`src/rtl/ram_read_arbiter_if.sv`:
```
// Request/response bundle for the two read clients of ram_read_arbiter.
// "master" is the client side and "slave" is the arbiter side.
interface ram_read_arbiter_if #(
    parameter int ADDR_WIDTH = 6,
    parameter int DATA_WIDTH = 64
);
    logic                  req0_valid;
    logic                  req0_ready;
    logic [ADDR_WIDTH-1:0] req0_addr;
    logic                  rsp0_valid;
    logic                  rsp0_ready;
    logic [DATA_WIDTH-1:0] rsp0_data;

    logic                  req1_valid;
    logic                  req1_ready;
    logic [ADDR_WIDTH-1:0] req1_addr;
    logic                  rsp1_valid;
    logic                  rsp1_ready;
    logic [DATA_WIDTH-1:0] rsp1_data;

    modport master (
        output req0_valid, req0_addr, rsp0_ready,
        output req1_valid, req1_addr, rsp1_ready,
        input  req0_ready, rsp0_valid, rsp0_data,
        input  req1_ready, rsp1_valid, rsp1_data
    );

    modport slave (
        input  req0_valid, req0_addr, rsp0_ready,
        input  req1_valid, req1_addr, rsp1_ready,
        output req0_ready, rsp0_valid, rsp0_data,
        output req1_ready, rsp1_valid, rsp1_data
    );
endinterface

```
`src/rtl/ram_read_arbiter.sv`:
```
// Round-robin sharing of one RAM read port between two clients.
// Each client has at most one read in flight and a one-entry response buffer.
module ram_read_arbiter #(
    parameter int ADDR_WIDTH = 6,
    parameter int DATA_WIDTH = 64,
    parameter int RD_LAT     = 1
) (
    input  logic                  clk,
    input  logic                  rst,
    ram_read_arbiter_if.slave     bus,
    output logic                  ram_rd_en,
    output logic [ADDR_WIDTH-1:0] ram_rd_addr,
    input  logic [DATA_WIDTH-1:0] ram_rd_data
);
    logic                  last_grant;
    logic [1:0]            req_valid;
    logic [1:0]            rsp_ready;
    logic [1:0]            in_flight;
    logic [1:0]            elig;
    logic [1:0]            cand;
    logic [1:0]            grant;
    logic [RD_LAT-1:0]     tag_vld_p;
    logic [RD_LAT-1:0]     tag_id_p;
    logic                  land_vld;
    logic                  land_id;
    logic [1:0]            rsp_valid_q;
    logic [DATA_WIDTH-1:0] rsp_data_q [2];

    assign req_valid = {bus.req1_valid, bus.req0_valid};
    assign rsp_ready = {bus.rsp1_ready, bus.rsp0_ready};

    always_comb begin
        in_flight = 2'b00;
        for (int s = 0; s < RD_LAT; s++) begin
            if (tag_vld_p[s]) in_flight[tag_id_p[s]] = 1'b1;
        end
    end

    // A client whose buffer is being popped this cycle may issue again at once.
    assign elig = ~in_flight & (~rsp_valid_q | rsp_ready);
    assign cand = rst ? 2'b00 : (req_valid & elig);

    always_comb begin
        grant = cand;
        if (cand == 2'b11) grant = last_grant ? 2'b01 : 2'b10;
    end

    assign bus.req0_ready = grant[0];
    assign bus.req1_ready = grant[1];
    assign ram_rd_en      = |grant;

    always_comb begin
        ram_rd_addr = '0;
        if (grant[0])      ram_rd_addr = bus.req0_addr;
        else if (grant[1]) ram_rd_addr = bus.req1_addr;
    end

    always_ff @(posedge clk) begin
        if (rst)         last_grant <= 1'b1;
        else if (|grant) last_grant <= grant[1];
    end

    // Issue stage -> tag pipeline: one {valid,id} entry per RAM latency cycle
    always_ff @(posedge clk) begin
        if (rst) begin
            tag_vld_p <= '0;
        end else begin
            tag_vld_p[0] <= |grant;
            for (int s = 1; s < RD_LAT; s++) tag_vld_p[s] <= tag_vld_p[s-1];
        end
    end

    always_ff @(posedge clk) begin
        tag_id_p[0] <= grant[1];
        for (int s = 1; s < RD_LAT; s++) tag_id_p[s] <= tag_id_p[s-1];
    end

    assign land_vld = tag_vld_p[RD_LAT-1];
    assign land_id  = tag_id_p[RD_LAT-1];

    // Tag tail -> response buffers: RAM data is captured for the tagged client
    always_ff @(posedge clk) begin
        if (rst) begin
            rsp_valid_q   <= 2'b00;
            rsp_data_q[0] <= '0;
            rsp_data_q[1] <= '0;
        end else begin
            for (int i = 0; i < 2; i++) begin
                if (land_vld && (land_id == 1'(i))) begin
                    rsp_valid_q[i] <= 1'b1;
                    rsp_data_q[i]  <= ram_rd_data;
                end else if (rsp_valid_q[i] && rsp_ready[i]) begin
                    rsp_valid_q[i] <= 1'b0;
                end
            end
        end
    end

    assign bus.rsp0_valid = rsp_valid_q[0];
    assign bus.rsp1_valid = rsp_valid_q[1];
    assign bus.rsp0_data  = rsp_data_q[0];
    assign bus.rsp1_data  = rsp_data_q[1];

    a_one_grant: assert property (@(posedge clk) disable iff (rst)
        !(grant[0] && grant[1]));

    a_no_overrun: assert property (@(posedge clk) disable iff (rst)
        land_vld |-> !rsp_valid_q[land_id]);
endmodule

```
`src/flat_wrapper.sv`:
```
// flat-port wrapper written by rule: the top's interface ports become plain ports
module ram_read_arbiter_flat 
#(
    parameter int ADDR_WIDTH = 6,
    parameter int DATA_WIDTH = 64,
    parameter int RD_LAT     = 1
)
  (clk, rst, ram_rd_en, ram_rd_addr, ram_rd_data, bus_req0_valid, bus_req0_addr, bus_rsp0_ready, bus_req1_valid, bus_req1_addr, bus_rsp1_ready, bus_req0_ready, bus_rsp0_valid, bus_rsp0_data, bus_req1_ready, bus_rsp1_valid, bus_rsp1_data);
  ram_read_arbiter_if #(.ADDR_WIDTH(ADDR_WIDTH), .DATA_WIDTH(DATA_WIDTH)) bus_i ();
  input  logic clk;
  input  logic rst;
  output logic ram_rd_en;
  output logic [ADDR_WIDTH-1:0] ram_rd_addr;
  input  logic [DATA_WIDTH-1:0] ram_rd_data;
  input wire logic [$bits(bus_i.req0_valid)-1:0] bus_req0_valid;
  input wire logic [$bits(bus_i.req0_addr)-1:0] bus_req0_addr;
  input wire logic [$bits(bus_i.rsp0_ready)-1:0] bus_rsp0_ready;
  input wire logic [$bits(bus_i.req1_valid)-1:0] bus_req1_valid;
  input wire logic [$bits(bus_i.req1_addr)-1:0] bus_req1_addr;
  input wire logic [$bits(bus_i.rsp1_ready)-1:0] bus_rsp1_ready;
  output wire logic [$bits(bus_i.req0_ready)-1:0] bus_req0_ready;
  output wire logic [$bits(bus_i.rsp0_valid)-1:0] bus_rsp0_valid;
  output wire logic [$bits(bus_i.rsp0_data)-1:0] bus_rsp0_data;
  output wire logic [$bits(bus_i.req1_ready)-1:0] bus_req1_ready;
  output wire logic [$bits(bus_i.rsp1_valid)-1:0] bus_rsp1_valid;
  output wire logic [$bits(bus_i.rsp1_data)-1:0] bus_rsp1_data;
  assign bus_i.req0_valid = bus_req0_valid;
  assign bus_i.req0_addr = bus_req0_addr;
  assign bus_i.rsp0_ready = bus_rsp0_ready;
  assign bus_i.req1_valid = bus_req1_valid;
  assign bus_i.req1_addr = bus_req1_addr;
  assign bus_i.rsp1_ready = bus_rsp1_ready;
  assign bus_req0_ready = bus_i.req0_ready;
  assign bus_rsp0_valid = bus_i.rsp0_valid;
  assign bus_rsp0_data = bus_i.rsp0_data;
  assign bus_req1_ready = bus_i.req1_ready;
  assign bus_rsp1_valid = bus_i.rsp1_valid;
  assign bus_rsp1_data = bus_i.rsp1_data;
  ram_read_arbiter #(.ADDR_WIDTH(ADDR_WIDTH), .DATA_WIDTH(DATA_WIDTH), .RD_LAT(RD_LAT)) u_core (.clk(clk), .rst(rst), .bus(bus_i), .ram_rd_en(ram_rd_en), .ram_rd_addr(ram_rd_addr), .ram_rd_data(ram_rd_data));
endmodule
```
`config.mk`:
```
export PLATFORM = sky130hd
export DESIGN_NAME = ram_read_arbiter_flat
export DESIGN_NICKNAME = d
export VERILOG_FILES = /design/src/rtl/ram_read_arbiter_if.sv /design/src/rtl/ram_read_arbiter.sv /design/src/flat_wrapper.sv
export SDC_FILE = /design/constraint.sdc
export NUM_CORES = 1
export LEC_CHECK = 0
export BUFFER_PORTS_ARGS = -buffer_cell sky130_fd_sc_hd__buf_2
export CORE_ASPECT_RATIO = 1.4
export CORE_MARGIN = 4
export CORE_UTILIZATION = 25
export CTS_BUF_LIST = sky130_fd_sc_hd__clkbuf_8 sky130_fd_sc_hd__clkbuf_16
export DETAILED_ROUTE_END_ITERATION = 10
export PLACE_DENSITY = 0.52
export SYNTH_ARGS = -nofsm -noshare
export SYNTH_HDL_FRONTEND = slang
export SYNTH_SLANG_ARGS = --single-unit
export TNS_END_PERCENT = 50
```
`constraint.sdc`:
```
create_clock -name clk -period 5.5 [get_ports clk]
set_clock_uncertainty 0.05 [all_clocks]
set_input_delay 0.275 -clock clk [delete_from_list [all_inputs] [get_ports clk]]
set_output_delay 0.275 -clock clk [all_outputs]
set_load 0.01 [all_outputs]
```
==> summary.txt <==
Startpoint of the lowest-slack hold path: bus_req1_valid
Measured slew at the worst slew-check pin: 893 ps
Register area share after synthesis: 0.864
Reg-to-Reg End: u_core.rsp_data_q[0][86]
Final hold violations: 0
Final setup viols: 0
Areal power density over the cells: 394 mW/mm²
Post-Synth Simple-Gate Area: 0.102
Pin count of the biggest net entering global routing: 65
HPWL Detailed: 7680 µm
Routed wl met3: 896 µm
Post-DRT Antenna Nets: 0
Required time of the critical path: 5180 ps
RSZ-0062 raised after global routing: false
Core Area: 0.0180 mm²
Synth Instances: 228
Initial core utilization: 0.254
Max Fclk: 0.489 GHz
Initial antenna violation count: 1
Crit end category: primary output
IO Pins: 221
Post-Synth Adder-Cell Area: 0
Arrival time worst endpoint: 1720 ps
MaxCap Viol Count: 0
Crit path time final: 2050 ps
# hold bufs at CTS: 0
Vias: 2,846
Post-synthesis mux area share: 0
Main combinational cell family by area after synthesis: simple AND/OR/NAND/NOR gates
Post-Syn Area: 0.00457 mm²
R2R Path Start: u_core.land_vld
Fraction of layout cells with a size suffix above 1: 0.546
Vias in the first global route: 3,073
CTS tree: done
DIE HEIGHT: 168 µm
Flops & latches, synth: 133
CTS H-tree depth: 4
Worst skew pair latency: 410 ps
Cts repair resizes: 0
Metal-1 WL: 3920 µm
P_leak: 2.90 nW
Clock Pin Slew Worst Setup and Hold Paths: 60 ps
Top layer in use: met4
Yosys top cell area share: 0.842
Root Buffer: clkbuf_16
Hold Path Class: in -> reg
Hold EP: u_core.land_vld
Layout Utilization: 0.365
Routability cong.: 0.706
Iter 0 DRT Violations: 121
Net count, final: 545
Crit Path Category: reg -> out
Netlist cell types: 20
Worst vdd ir: 0.000165 V
DR vias/cell: 3.97
Syn Nets: 310
R2R setup slack: 3490 ps
Largest cells by area after synthesis: edfxtp_1, and2_1, dfxtp_1
Final period util: 0.372
Worst-path fanout max: 8
Xor/xnor share of the synthesized area: 0
Die X: 122 µm
Fill count: 1,779
Synth warn: 0
CTS Buffer Depth: 2
Clock sinks: 133
Startpoint Class: flop
Status: complete, no violations
Complex-gate fraction of the synthesized area: 0.0279
Layout area overhead: 43.7%
Hold path cells: 2
TritonRoute pass-1 iters: 4
Cell Rows: 58
Synth area leader: edfxtp_1
Die ar.: 0.0205 mm²
Cts bufs inserted: 17
Final setup TNS: 0 ps
Tot GR Track Use: 0.107
R2R depth: 3
Avg Cell Area, Syn: 20.0 µm²
Post-CTS Repair Setup Buffers: 0
Remaining DRCs: 0
Slew Limit Fails: 0
Post-detailed-routing wire length: 10,900 µm
Routed length on met2: 5920 µm
Grt total ovfl: 0
Rel. slew slack: 0.405
Global-route wire length before repair: 16,200 µm
Routed WL per cell: 15.2 µm
Cell Area, Placed: 0.00597 mm²
Port Buf Inserts: 220
Final Cell Area: 0.00656 mm²
==> metrics by stage <==
step                      worst slack (ps)  std cells  hold WS (ps)  total power [mW]
after CTS                             3410        716          70.5              2.63
after global placement                3440        684           441              1.50
final                                 3450        717          96.0              2.59
after floorplan                       3090        228           294              1.36
after global routing                  3310        717          71.8              2.71
after detailed placement              3380        684           437              1.50
==> where the power goes <==
part           internal (mW)  leakage, nW  total [mW]  switching [mW]
registers               1.21         1.39        1.23          0.0239
logic                 0.0960         1.23       0.237           0.141
clock network          0.706        0.285        1.12           0.411
==> state kept, by name, summed over array words and instances (netlist names) <==
register and flops:
u_core.rsp_data_q 128, u_core.rsp_valid_q 2, u_core.land_id 1, u_core.land_vld 1, u_core.last_grant 1
==> cells by family after synthesis <==
group,count (synthesis)
AOI/OAI and AO/OA,14
buffers and inverters,8
DFF,133
and+or+nand+nor,73
==> cell usage after synthesis, drive strengths merged <==
| library cell | n |
|---|---|
| nand2b | 3 |
| nand3 | 1 |
| a21oi | 4 |
| a31o | 2 |
| nand2 | 1 |
| edfxtp | 128 |
| or2b | 1 |
| dfxtp | 5 |
| buf | 1 |
| nor2 | 1 |
| nor2b | 1 |
| clkbuf | 6 |
| and4b | 1 |
| o21a | 1 |
| a22oi | 1 |
| inv | 1 |
| a22o | 6 |
| and2 | 64 |
==> cell type report <==
class / instances / area [µm²] / share of cell area
sequential: 133 / 3940 / 0.601
timing repair buffer: 223 / 1120 / 0.171
multi-input combinational: 87 / 601 / 0.0915
clock buffer: 17 / 425 / 0.0648
tap: 240 / 300 / 0.0457
clock inverter: 15 / 164 / 0.0250
inverter: 1 / 3.75 / 0.000572
antenna: 1 / 2.50 / 0.000381
==> worst max-delay path, stage by stage (launching register included) <==
cell,delay (ps)
dfxtp_1,350
nand2b_1,160
and4b_4,310
a21oi_4,100
a22o_1,250
buf_2,140
==> worst max path at each step <==
stage / from / to / slack [ps] / cells after the start
floorplan: u_core.land_id / u_core.rsp_data_q[0][0] / 3090 / 2
detailed placement: rst / u_core.rsp_data_q[0][95] / 3380 / 4
finish: u_core.land_id / ram_rd_addr[0] / 3450 / 5
global placement: rst / u_core.rsp_data_q[0][95] / 3440 / 4
CTS: u_core.land_vld / ram_rd_addr[0] / 3410 / 5
global route: u_core.land_vld / ram_rd_addr[1] / 3310 / 5
==> layer usage <==
layer  track usage  up-vias
met3        0.0437       13
met1         0.106     1373
met5             0        -
met4        0.0439        0
met2         0.193      134
li1              -     1326
==> cells in the final DEF (no fill, tap or decap) <==
master and n:
a22oi_1 1, inv_1 1, diode_2 1, buf_4 3, nand2b_1 3, and4b_4 1
nor2_1 1, o21a_4 1, a21oi_4 1, clkinv_2 1, or2b_2 1, a21oi_1 2
clkinvlp_4 2, nand3_2 1, clkinv_4 3, inv_6 1, dfxtp_1 5, a22o_1 6
a21oi_2 1, and2_1 64, clkinv_1 4, bufinv_16 3, buf_2 220, edfxtp_1 128
inv_2 1, nand2_1 1, nor2b_4 1, a31o_2 2, clkbuf_16 17
No activity file was read; power rests on OpenSTA's default activity.
